==> config.mk <==
export PLATFORM = sky130hd
export DESIGN_NAME = proc_mem_arbiter
export DESIGN_NICKNAME = d
export VERILOG_FILES = /design/src/rtl/proc_mem_arbiter.sv
export SDC_FILE = /design/constraint.sdc
export NUM_CORES = 1
export LEC_CHECK = 0
export CAP_MARGIN = 20
export CORE_AREA = 2 2 148 150
export CTS_BUF_LIST = sky130_fd_sc_hd__clkbuf_2 sky130_fd_sc_hd__clkbuf_4 sky130_fd_sc_hd__clkbuf_8
export DETAILED_ROUTE_END_ITERATION = 8
export DIE_AREA = 0 0 150 152
export SYNTH_ARGS = -nofsm -noshare
export SYNTH_HDL_FRONTEND = slang
export SYNTH_SLANG_ARGS = --single-unit
==> constraint.sdc <==
create_clock -name clk -period 5.2 [get_ports clk]
set_clock_uncertainty 0.2 [all_clocks]
set_input_delay 0.78 -clock clk [delete_from_list [all_inputs] [get_ports clk]]
set_output_delay 0.78 -clock clk [all_outputs]
set_load 0.01 [all_outputs]
==> src/rtl/proc_mem_arbiter.sv <==
// Round-robin merge of the processor's imem/dmem request streams onto one memory port.
// Responses are steered back through an in-order FIFO of source IDs.
package proc_mem_pkg;
  typedef struct packed {
    logic [2:0]  type_;
    logic [7:0]  opaque;
    logic [31:0] addr;
    logic [1:0]  len;
    logic [31:0] data;
  } mem_req_4B_t;

  typedef struct packed {
    logic [2:0]  type_;
    logic [7:0]  opaque;
    logic [1:0]  len;
    logic [31:0] data;
  } mem_resp_4B_t;
endpackage

module proc_mem_arbiter
  import proc_mem_pkg::*;
#(
  parameter int p_max_outstanding = 4
) (
  input  logic                                 clk,
  input  logic                                 reset,
  input  mem_req_4B_t                          imemreq_msg,
  input  logic                                 imemreq_val,
  output logic                                 imemreq_rdy,
  output mem_resp_4B_t                         imemresp_msg,
  output logic                                 imemresp_val,
  input  logic                                 imemresp_rdy,
  input  mem_req_4B_t                          dmemreq_msg,
  input  logic                                 dmemreq_val,
  output logic                                 dmemreq_rdy,
  output mem_resp_4B_t                         dmemresp_msg,
  output logic                                 dmemresp_val,
  input  logic                                 dmemresp_rdy,
  output mem_req_4B_t                          memreq_msg,
  output logic                                 memreq_val,
  input  logic                                 memreq_rdy,
  input  mem_resp_4B_t                         memresp_msg,
  input  logic                                 memresp_val,
  output logic                                 memresp_rdy,
  output logic [$clog2(p_max_outstanding):0]   num_outstanding
);
  localparam int PW = $clog2(p_max_outstanding);
  localparam int CW = PW + 1;

  logic                         rr_last_q, rr_last_d;
  logic [p_max_outstanding-1:0] fifo_q, fifo_d;
  logic [PW-1:0]                head_q, head_d, tail_q, tail_d;
  logic [CW-1:0]                count_q, count_d;

  logic full, empty, gnt_imem, gnt_dmem, head_src, req_fire, resp_fire;

  assign full  = (count_q == CW'(p_max_outstanding));
  assign empty = (count_q == '0);

  // rr_last_q==1 favours imem on a conflict, rr_last_q==0 favours dmem
  assign gnt_imem = imemreq_val & (~dmemreq_val | rr_last_q);
  assign gnt_dmem = dmemreq_val & (~imemreq_val | ~rr_last_q);

  // Handshake outputs are gated by reset so they drop the moment reset asserts
  assign memreq_val  = reset & (imemreq_val | dmemreq_val) & ~full;
  assign memreq_msg  = gnt_dmem ? dmemreq_msg : imemreq_msg;
  assign imemreq_rdy = reset & gnt_imem & memreq_rdy & ~full;
  assign dmemreq_rdy = reset & gnt_dmem & memreq_rdy & ~full;
  assign req_fire    = memreq_val & memreq_rdy;

  assign head_src     = fifo_q[head_q];
  assign imemresp_val = reset & memresp_val & ~empty & ~head_src;
  assign dmemresp_val = reset & memresp_val & ~empty & head_src;
  assign imemresp_msg = memresp_msg;
  assign dmemresp_msg = memresp_msg;
  assign memresp_rdy  = reset & ~empty & (head_src ? dmemresp_rdy : imemresp_rdy);
  assign resp_fire    = memresp_val & memresp_rdy;

  assign num_outstanding = count_q;

  always_comb begin
    rr_last_d = rr_last_q;
    fifo_d    = fifo_q;
    head_d    = head_q;
    tail_d    = tail_q;
    if (req_fire) begin
      fifo_d[tail_q] = gnt_dmem;
      tail_d         = tail_q + PW'(1);
      rr_last_d      = gnt_dmem;
    end
    if (resp_fire) begin
      head_d = head_q + PW'(1);
    end
    count_d = count_q + CW'(req_fire) - CW'(resp_fire);
  end

  always_ff @(posedge clk or negedge reset) begin
    if (!reset) begin
      rr_last_q <= 1'b1;
      head_q    <= '0;
      tail_q    <= '0;
      count_q   <= '0;
    end else begin
      rr_last_q <= rr_last_d;
      head_q    <= head_d;
      tail_q    <= tail_d;
      count_q   <= count_d;
    end
  end

  // Source-ID storage needs no reset: entries are only read while count_q says they are valid
  always_ff @(posedge clk) begin
    fifo_q <= fifo_d;
  end

`ifndef SYNTHESIS
  a_no_orphan_resp: assert property (@(posedge clk) disable iff (!reset) !(memresp_val && empty));
`endif
endmodule
# After elaboration in Yosys (flattened, before gate mapping)

Index checks and enable logic that the tools add are counted.

Bits of input ports: 207
Bits in registers: 12

Reduce and logical (&&, ||, !) cells: 2
$add $sub $neg: 4
Bitwise logic cells: 27
Muxes and demuxes: 7
Magnitude comparators: 3
Equal/unequal tests: 1

Operators with widths:

| operator                                                                            | number |
|---|---|
| 77-bit two-way mux                                                                  | 1 |
| 1-bit bitwise AND                                                                   | 18 |
| 2-bit by 3-bit less-than comparator with 1-bit output, second input constant        | 2 |
| 1-bit inverter                                                                      | 6 |
| 2-bit by 1-bit adder with 2-bit output, second input constant                       | 2 |
| 4-bit bitwise mux                                                                   | 1 |
| 3-bit by 1-bit adder with 3-bit output                                              | 1 |
| 3-bit equality test, second input constant                                          | 1 |
| 3-bit zero test                                                                     | 1 |
| 1-bit two-way mux                                                                   | 3 |
| 1-bit bitwise OR                                                                    | 3 |
| 3-bit by 1-bit subtractor with 3-bit output                                         | 1 |
| 1-bit binary-select mux with 2-bit select                                           | 1 |
| 1-bit demux with 2-bit select                                                       | 1 |
| 2-bit by 1-bit greater-or-equal comparator with 1-bit output, second input constant | 1 |
| 1-bit logical AND                                                                   | 1 |

# Longest topological paths before layout

Gate-level depths: netlist of run 1.

Depth after elaboration: 6
Depth in mapped cells: 11
Gate-level depth less buffers: 11

# Worst setup path after synthesis of run 1

Ideal clock, no wire load.

Path kind: input-to-reg
Start: input port imemreq_val
End: register count_q[2] (netlist: num_outstanding[2])
Arrival: 2.491 ns
Data required time: 4.870 ns
Stages: 11
Path buffers: 0
Setup time: 0.130 ns
Path slack: 2.379 ns
Path through: nor2_1 > a211oi_4 > and2_4 > inv_1 > ha_1 > inv_1 > ha_1 > inv_1 > fa_1 > xnor2_1 > xnor2_1

Longest elaborated chain between the ends: 6

RTL lines:

| element                                     | line | source |
|---|---|---|
| start: declaration                          | 28   | `input logic imemreq_val,` |
| 1-bit bitwise OR                            | 65   | `assign memreq_val = reset & (imemreq_val \| dmemreq_val) & ~full;` |
| 1-bit bitwise AND (2 in series)             | 65   |  |
| net memreq_val                              | 40   | `output logic memreq_val,` |
| 1-bit bitwise AND                           | 69   | `assign req_fire = memreq_val & memreq_rdy;` |
| 3-bit by 1-bit adder with 3-bit output      | 94   | `count_d = count_q + CW'(req_fire) - CW'(resp_fire);` |
| 3-bit by 1-bit subtractor with 3-bit output | 94   |  |
| net count_d[2]                              | 53   | `logic [CW-1:0] count_q, count_d;` |
| end signal: assignment                      | 107  | `count_q <= count_d;` |
| end: declaration                            | 53   |  |

The timed path passes the listed nets, and every way through them passes these cells.
A chain may end at the register's enable or synchronous reset.

==> flow_summary.toml, run 1 <==
[outcome]
outcome = "completed"

[drt]
viasPerCell = 3.24
drc = 0
postRouteAntennaNets = 0
via_count = 2178
wl_per_cell_um = 13.5
wl_mm = 9.09
drtIter0Drc = 60
first_pass_iters = 4

[timing]
finalCritPeriodShare = 0.740
hold_viol = 0
grt_setup_unrepaired = "false"
clock.fmax_ghz = 0.260
setup-tns-final_ns = 0
worst_pin_slew_ns = 0.507
finalSetupViolCount = 0
maxSlewHeadroom = 0.662
finalMaxSlewViolations = 0
min_period_ns = 3.85

[synth]
yosysSeqAreaShare = 0.138
async_flop_share = 0.667
ys_ff_latch = 12
synth_top_cell_area_share = 0.315
syn_nets = 453
syn_area_um2 = 2330
yosysUniqueCellTypes = 31
synth_enable_flop_cells = 4
yosysWarnings = 0
yosys.area.top_type = "buf_4"
synthTopCellsByArea = "buf_4 32%, mux2_2 28%, mux2_1 9.2%"
postSynthAreaPerCell_um2 = 9.76
ys.flop_type = "dfrtp_1"
syn_inst = 239

[clock_network]
cts_max_path_buffers = 2
cts_hold_repair.buffers = 0
post_cts_resized = 0
cts_sinks = 12
htreeDepth = 1
path_clk_slew_ns = 0.05
cts_tree = "yes"
cts_buffers = 3
clk_latency_ns = 0.23
cts_setup_buffers = 0
root_buffer = "clkbuf_8"

[global_routing]
grt_use_total = 0.0715
grt_overflow_total = 0
grt_max_degree = 84
antenna_found_initial = 0
grt_pass1_vias = 2291
grt_pass1_wl_mm = 12.7

[critical_path]
crit_type = "primary input to output pin"
regToRegSetupSlack_ns = 2.48
worstPathCellList = "clkdlybuf4s50_1, a21boi_4, buf_12, mux2_2, clkdlybuf4s50_1"
cp_max_fo = 83
crit_path_max_incr_delay_ns = 0.52
cp_slowest_cell = "clkdlybuf4s50_1"
cp-end-kind = "output pin"
worst-endpoint-required_ns = 4.22
crit_buf_inv = 3
cp.arrival_ns = 2.87
critPathLaunchType = "primary input"
path_delay_family = "buffers and inverters"
cpMostUsedCell = "clkdlybuf4s50_1"

[place]
place_area_um2 = 4450
dp.cells = 669
hpwl_mm = 7.81
gp_congestion = 0.677
port_buffers = 247

[finish]
layoutNonFillerInstCount = 673
mostFrequentLayoutCells = "247 x clkdlybuf4s50_1, 59 x mux2_2, 19 x mux2_1, 8 x inv_1, 7 x dfrtp_1"
final_cell_area_um2 = 4500
antenna_cells = 0
finalNetCount = 608
layout_commonest_cell = "clkdlybuf4s50_1"
syn_to_final_growth_pct = 92.8
fillers = 2334
fin_util = 0.211
multi_input_comb_area_um2 = 1250
regArea_um2 = 322
drive_above_1_share = 0.183

[power]
p_per_area_nw_per_um2 = 209
leakagePower_nw = 1.65
p_seq_frac = 0.192
clockPowerShare = 0.089
irDropWorstVdd_uv = 197
switching_power_mw = 0.318
combPwrFrac = 0.719
totalPowerFinal_mw = 0.942
p_int_mw = 0.624
sw_frac_of_total = 0.337

[floorplanning]
floorplan.initialDensity = 0.109
dieArea_um2 = 22800
die_y_um = 152
core_um2 = 21400
die_x_um = 150
ios = 383
rows = 54

[worst_hold_path]
hp-class = "register to register"

[flow_run]
drv_cap = 0
-- worst paths after layout --
kind | cells after the start | to | startpoint
worst min register to register | 1 | rr_last_q | rr_last_q
min in group asynchronous | 2 | num_outstanding[0] | reset
worst min-delay path | 1 | rr_last_q | rr_last_q
worst max-delay path | 5 | memreq_msg[10] | dmemreq_val
max in group asynchronous | 2 | rr_last_q | reset
worst max register to register | 11 | num_outstanding[2] | head_q[1]
-- cell families (layout without fill, tap and decap cells) --
logic type                 count (synthesis)  in the layout  synth area share
adders and majority gates                  7              7            0.0408
AOI/OAI and AO/OA                          5              5            0.0209
muxes                                     84             84             0.402
DFF                                       12             12             0.138
and+or+nand+nor                           20             20            0.0531
xor gates and xnor gates                   4              4            0.0150
buffers and inverters                    107            261             0.330
-- metrics by stage --
stage	hold WS (ns)	setup slack, ns
after CTS	0.309	1.35
final	0.306	1.35
after detailed placement	0.304	1.35
after global routing	0.333	1.27
after global placement	0.303	1.35
after floorplan	0.267	2.38
-- power by group through the flow --
stage	clock network (mW)	logic (mW)	registers, mW
2_1_floorplan	0	0.390	0.179
3_5_place_dp	0	0.687	0.183
4_1_cts	0.0882	0.690	0.182
3_3_place_gp	0	0.684	0.183
6_report	0.0834	0.678	0.181
5_1_grt	0.0938	0.734	0.188
-- flip-flops by register name, summed over array words and instances (netlist names) --
register and count:
num_outstanding 3, rr_last_q 1, head_q 2, tail_q 2
fifo_q 4
-- synthesized netlist by cell type (all sizes together) (2+ instances only) --
library cell / number
ha: 6
buf: 99
dfrtp: 7
nor2: 6
edfxtp: 4
xnor2: 3
inv: 8
and3: 4
mux2: 78
mux2i: 6
nor3: 2
-- per-layer routing --
metal	global-route usage	share of wire	up-vias
li1	-	-	1034
met1	0.0779	0.37	954
met2	0.122	0.45	146
met3	0.0291	0.13	44
met4	0.0292	0.041	0
met5	0	0	-
-- layout make-up --
cell class | count | area share
Timing Repair Buffer | 249 | 0.556
Multi-Input combinational cell | 120 | 0.278
Sequential cell | 12 | 0.0715
Tap cell | 280 | 0.0779
Inverter | 8 | 0.00667
Clock inverter | 1 | 0.000834
Clock buffer | 3 | 0.00918
(Power assumes the default switching activity.)
==> inputs of run 2 (changes only) <==
CORE_AREA = 2 2 149 151   (was 2 2 148 150)
DIE_AREA = 0 0 151 153   (was 0 0 150 152)
clock period = 3.4 ns   (was 5.2 ns; I/O delays follow)
==> run 2 against run 1 <==
Utilization hardly changed. Non-clock buffer count grew 3. Flip-flop and latch count did not move. Global-route usage hardly changed. Via count rose by 0.96%. Cell count up 0.45%. Count of clock-buffer cells in the layout unchanged. Highest routed layer unchanged.
==> flow_summary.toml, run 2 (synthesis gave the netlist of run 1 again) <==
[critical_path]
crit_type = "primary input to output pin"
worstRegToRegCells = 11
cp_max_fo = 56
cp-end-kind = "output pin"
worstSetupStartpoint = "dmemreq_val"
cp.arrival_ns = 2.57
critPathLaunchType = "primary input"
worst-endpoint-required_ns = 2.69
r2r_start = "head_q[1]"

[timing]
worst_pin_slew_ns = 0.330
finalMaxSlewViolations = 0
maxSlewHeadroom = 0.780
grt_setup_unrepaired = "false"
clock.fmax_ghz = 0.305
min_period_ns = 3.28
setup-tns-final_ns = 0
finalSetupViolCount = 0
finalCritPeriodShare = 0.964
hold_viol = 0
hold_slack_ns = 0.310

[floorplanning]
ios = 383
dieArea_um2 = 23100
core_um2 = 21500
rows = 54
die_x_um = 151
die_y_um = 153
floorplan.initialDensity = 0.109

[finish]
regArea_um2 = 322
layout_commonest_cell = "clkdlybuf4s50_1"
antenna_cells = 0
layoutNonFillerInstCount = 676
drive_above_1_share = 0.189
fin_util = 0.211
largest_register_ffs = 4
final_cell_area_um2 = 4530
largest_register = "fifo_q"
finalNetCount = 611
fillers = 2343
syn_to_final_growth_pct = 94.3
multi_input_comb_area_um2 = 1250
mostFrequentLayoutCells = "247 x clkdlybuf4s50_1, 59 x mux2_2, 19 x mux2_1, 8 x inv_1, 7 x dfrtp_1"

[clock_network]
cts_setup_buffers = 0
post_cts_resized = 0
cts_sinks = 12
root_buffer = "clkbuf_8"
cts_buffers = 3
path_clk_slew_ns = 0.05
htreeDepth = 1
clk_latency_ns = 0.24
cts_hold_repair.buffers = 0
cts_tree = "yes"
cts_max_path_buffers = 2

[global_routing]
grt_use_total = 0.0715
grt_pass1_vias = 2308
grt_overflow_total = 0
grt_max_degree = 57
antenna_found_initial = 0
grt_pass1_wl_mm = 12.8

[worst_hold_path]
hold_start = "rr_last_q"
hp-class = "register to register"
holdPathStages = 1

[drt]
via_count = 2199
wl_mm = 9.26
drtIter0Drc = 41
postRouteAntennaNets = 0
first_pass_iters = 4
drc = 0
viasPerCell = 3.25
wl_per_cell_um = 13.7

[place]
gp_congestion = 0.646
place_area_um2 = 4490
hpwl_mm = 8.13
port_buffers = 247
dp.cells = 672

[flow_run]
drv_cap = 0

[power]
irDropWorstVdd_uv = 155
p_per_area_nw_per_um2 = 324
leakagePower_nw = 1.66

[outcome]
outcome = "completed"
run 2: final cells by class:
| cell class | count | share of cell area |
|---|---|---|
| multi-input combinational | 120 | 0.276 |
| tap | 280 | 0.0773 |
| clock buffer | 3 | 0.00911 |
| timing repair buffer | 252 | 0.559 |
| clock inverter | 1 | 0.000828 |
| sequential | 12 | 0.0709 |
| inverter | 8 | 0.00662 |
run 2: through the flow:
stage / power [mW] / setup WS (ns)
2_1_floorplan: 0.871 / 0.810
3_3_place_gp: 1.35 / 0.0900
3_5_place_dp: 1.36 / 0.0805
4_1_cts: 1.50 / 0.0761
5_1_grt: 1.59 / 0.0460
6_report: 1.47 / 0.121
run 2: path summary, 6_finish.rpt:
check / endpoint / slack, ns
worst max register to register: num_outstanding[2] / 0.66
worst min register to register: rr_last_q / 0.31
max in group asynchronous: rr_last_q / 2.38
worst max-delay path: memreq_msg[71] / 0.12
min in group asynchronous: head_q[0] / 0.40
worst min-delay path: rr_last_q / 0.31
run 2: layer usage:
metal  global-route usage  wire [um]  vias up
li1                     -          -     1037
met1               0.0832       3450      976
met2                0.125       4420      156
met3               0.0185       1100       30
met4               0.0263        285        0
met5                    0          0        -
run 2: where the power goes:
group	switching (mW)	internal, mW	leakage (nW)
registers	0.0680	0.212	0.129
clock network	0.0519	0.0796	0.0231
logic	0.381	0.675	1.51
run 2: critical path, stage by stage:
cell and delay (ns):
clkdlybuf4s50_1 0.50, a21boi_4 0.25, buf_12 0.29, mux2_2 0.39, clkdlybuf4s50_1 0.56
==> inputs of run 3 (changes only) <==
CTS_CLUSTER_DIAMETER = 50   (was default)
PLACE_DENSITY = 0.48   (was default)
==> run 3 against run 2 <==
First-iteration DRC count up 46%. Die area stayed put. Final area increased by 1.1%. Sequential power barely moved.
==> flow_summary.toml, run 3 (synthesis gave the netlist of run 1 again) <==
[outcome]
outcome = "completed"

[global_routing]
grt_use_total = 0.0850
grt_overflow_total = 0
antenna_found_initial = 0
grt_max_degree = 26
grt_pass1_vias = 2542
grt_pass1_wl_mm = 14.8

[drt]
via_count = 2211
viasPerCell = 3.26
wl_per_cell_um = 15.6
drc = 0
first_pass_iters = 4
drtIter0Drc = 60
wl_mm = 10.6
postRouteAntennaNets = 0

[critical_path]
worstPathCellList = "clkdlybuf4s50_1, a21boi_4, buf_12, buf_12, mux2_2, clkdlybuf4s50_1"
cp-end-kind = "output pin"
r2r_start = "head_q[1]"
cp.arrival_ns = 2.56
crit_type = "primary input to output pin"
cp_max_fo = 24
cp_slowest_cell = "clkdlybuf4s50_1"
worstRegToRegCells = 11
regToRegSetupSlack_ns = 0.65
critPathLaunchType = "primary input"
crit_path_max_incr_delay_ns = 0.50
regToRegEndpoint = "num_outstanding[2]"
worst-endpoint-required_ns = 2.69

[finish]
mostFrequentLayoutCells = "247 x clkdlybuf4s50_1, 59 x mux2_2, 19 x mux2_1, 8 x inv_1, 7 x dfrtp_1"
drive_above_1_share = 0.198
multi_input_comb_area_um2 = 1250
fin_util = 0.213
syn_to_final_growth_pct = 96.5
largest_register_ffs = 4
fillers = 2344
largest_register = "fifo_q"
antenna_cells = 0
regArea_um2 = 322
layout_commonest_cell = "clkdlybuf4s50_1"
layoutNonFillerInstCount = 679
finalNetCount = 614

[worst_hold_path]
hp-class = "primary input to async pin"

[clock_network]
post_cts_resized = 0
cts_setup_buffers = 0
clk_latency_ns = 0.23
cts_tree = "yes"
path_clk_slew_ns = 0.05
cts_sinks = 12
cts_buffers = 3
cts_max_path_buffers = 2
root_buffer = "clkbuf_8"
htreeDepth = 1
cts_hold_repair.buffers = 0

[timing]
grt_setup_unrepaired = "false"
setup-tns-final_ns = 0
min_period_ns = 3.27
finalSetupViolCount = 0
finalMaxSlewViolations = 0
clock.fmax_ghz = 0.306
finalCritPeriodShare = 0.960
worst_pin_slew_ns = 0.334
hold_viol = 0
maxSlewHeadroom = 0.776

[place]
hpwl_mm = 9.40
gp_congestion = 0.965
port_buffers = 247
dp.cells = 675

[floorplanning]
dieArea_um2 = 23100
core_um2 = 21500
die_y_um = 153
ios = 383
rows = 54
die_x_um = 151
floorplan.initialDensity = 0.109

[power]
leakagePower_nw = 1.69
irDropWorstVdd_uv = 128
p_per_area_nw_per_um2 = 330

[flow_run]
drv_cap = 0
run 3: how the worst max path moves through the flow:
stage / startpoint / slack (ns) / cells past startpoint / endpoint
5_1_grt: dmemreq_val / 0.07 / 6 / memreq_msg[50]
4_1_cts: dmemreq_val / 0.12 / 6 / memreq_msg[50]
3_5_place_dp: dmemreq_val / 0.13 / 6 / memreq_msg[50]
2_1_floorplan: num_outstanding[1] / 0.81 / 11 / num_outstanding[2]
6_report: dmemreq_val / 0.13 / 6 / memreq_msg[50]
3_3_place_gp: dmemreq_val / 0.13 / 6 / memreq_msg[50]
run 3: where the power goes:
group / internal [mW] / switching [mW] / total [mW]
Sequential: 0.212 / 0.0668 / 0.279
Combinational: 0.696 / 0.402 / 1.10
Clock: 0.0901 / 0.0464 / 0.136
Total: 0.998 / 0.515 / 1.51
run 3: worst max-delay path: cells and delay by family:
family	cells	cell delay, ns
buffers and inverters	4	1.40
muxes	1	0.40
AOI/OAI and AO/OA	1	0.21
run 3: metrics by stage:
stage	setup slack, ns	power, mW	hold slack (ns)	cell area, um2
2_1_floorplan	0.810	0.871	0.0144	2330
3_3_place_gp	0.132	1.38	0.303	4540
3_5_place_dp	0.126	1.39	0.306	4540
4_1_cts	0.120	1.54	0.294	4590
5_1_grt	0.0719	1.63	0.294	4590
6_report	0.135	1.51	0.301	4590
run 3: layer usage:
metal  up-vias  global-route usage  share of wire
met3        48              0.0343           0.12
met4         0              0.0356          0.040
met5         -                   0              0
li1       1040                   -              -
met2       128               0.151           0.51
met1       995              0.0878           0.33
run 3: cell type report:
type	instances	share of cell area
well taps	280	0.0764
repair buffers	255	0.563
inverters	8	0.00655
flip-flops and latches	12	0.0701
multi-input cells	120	0.273
clock buffers	4	0.0106
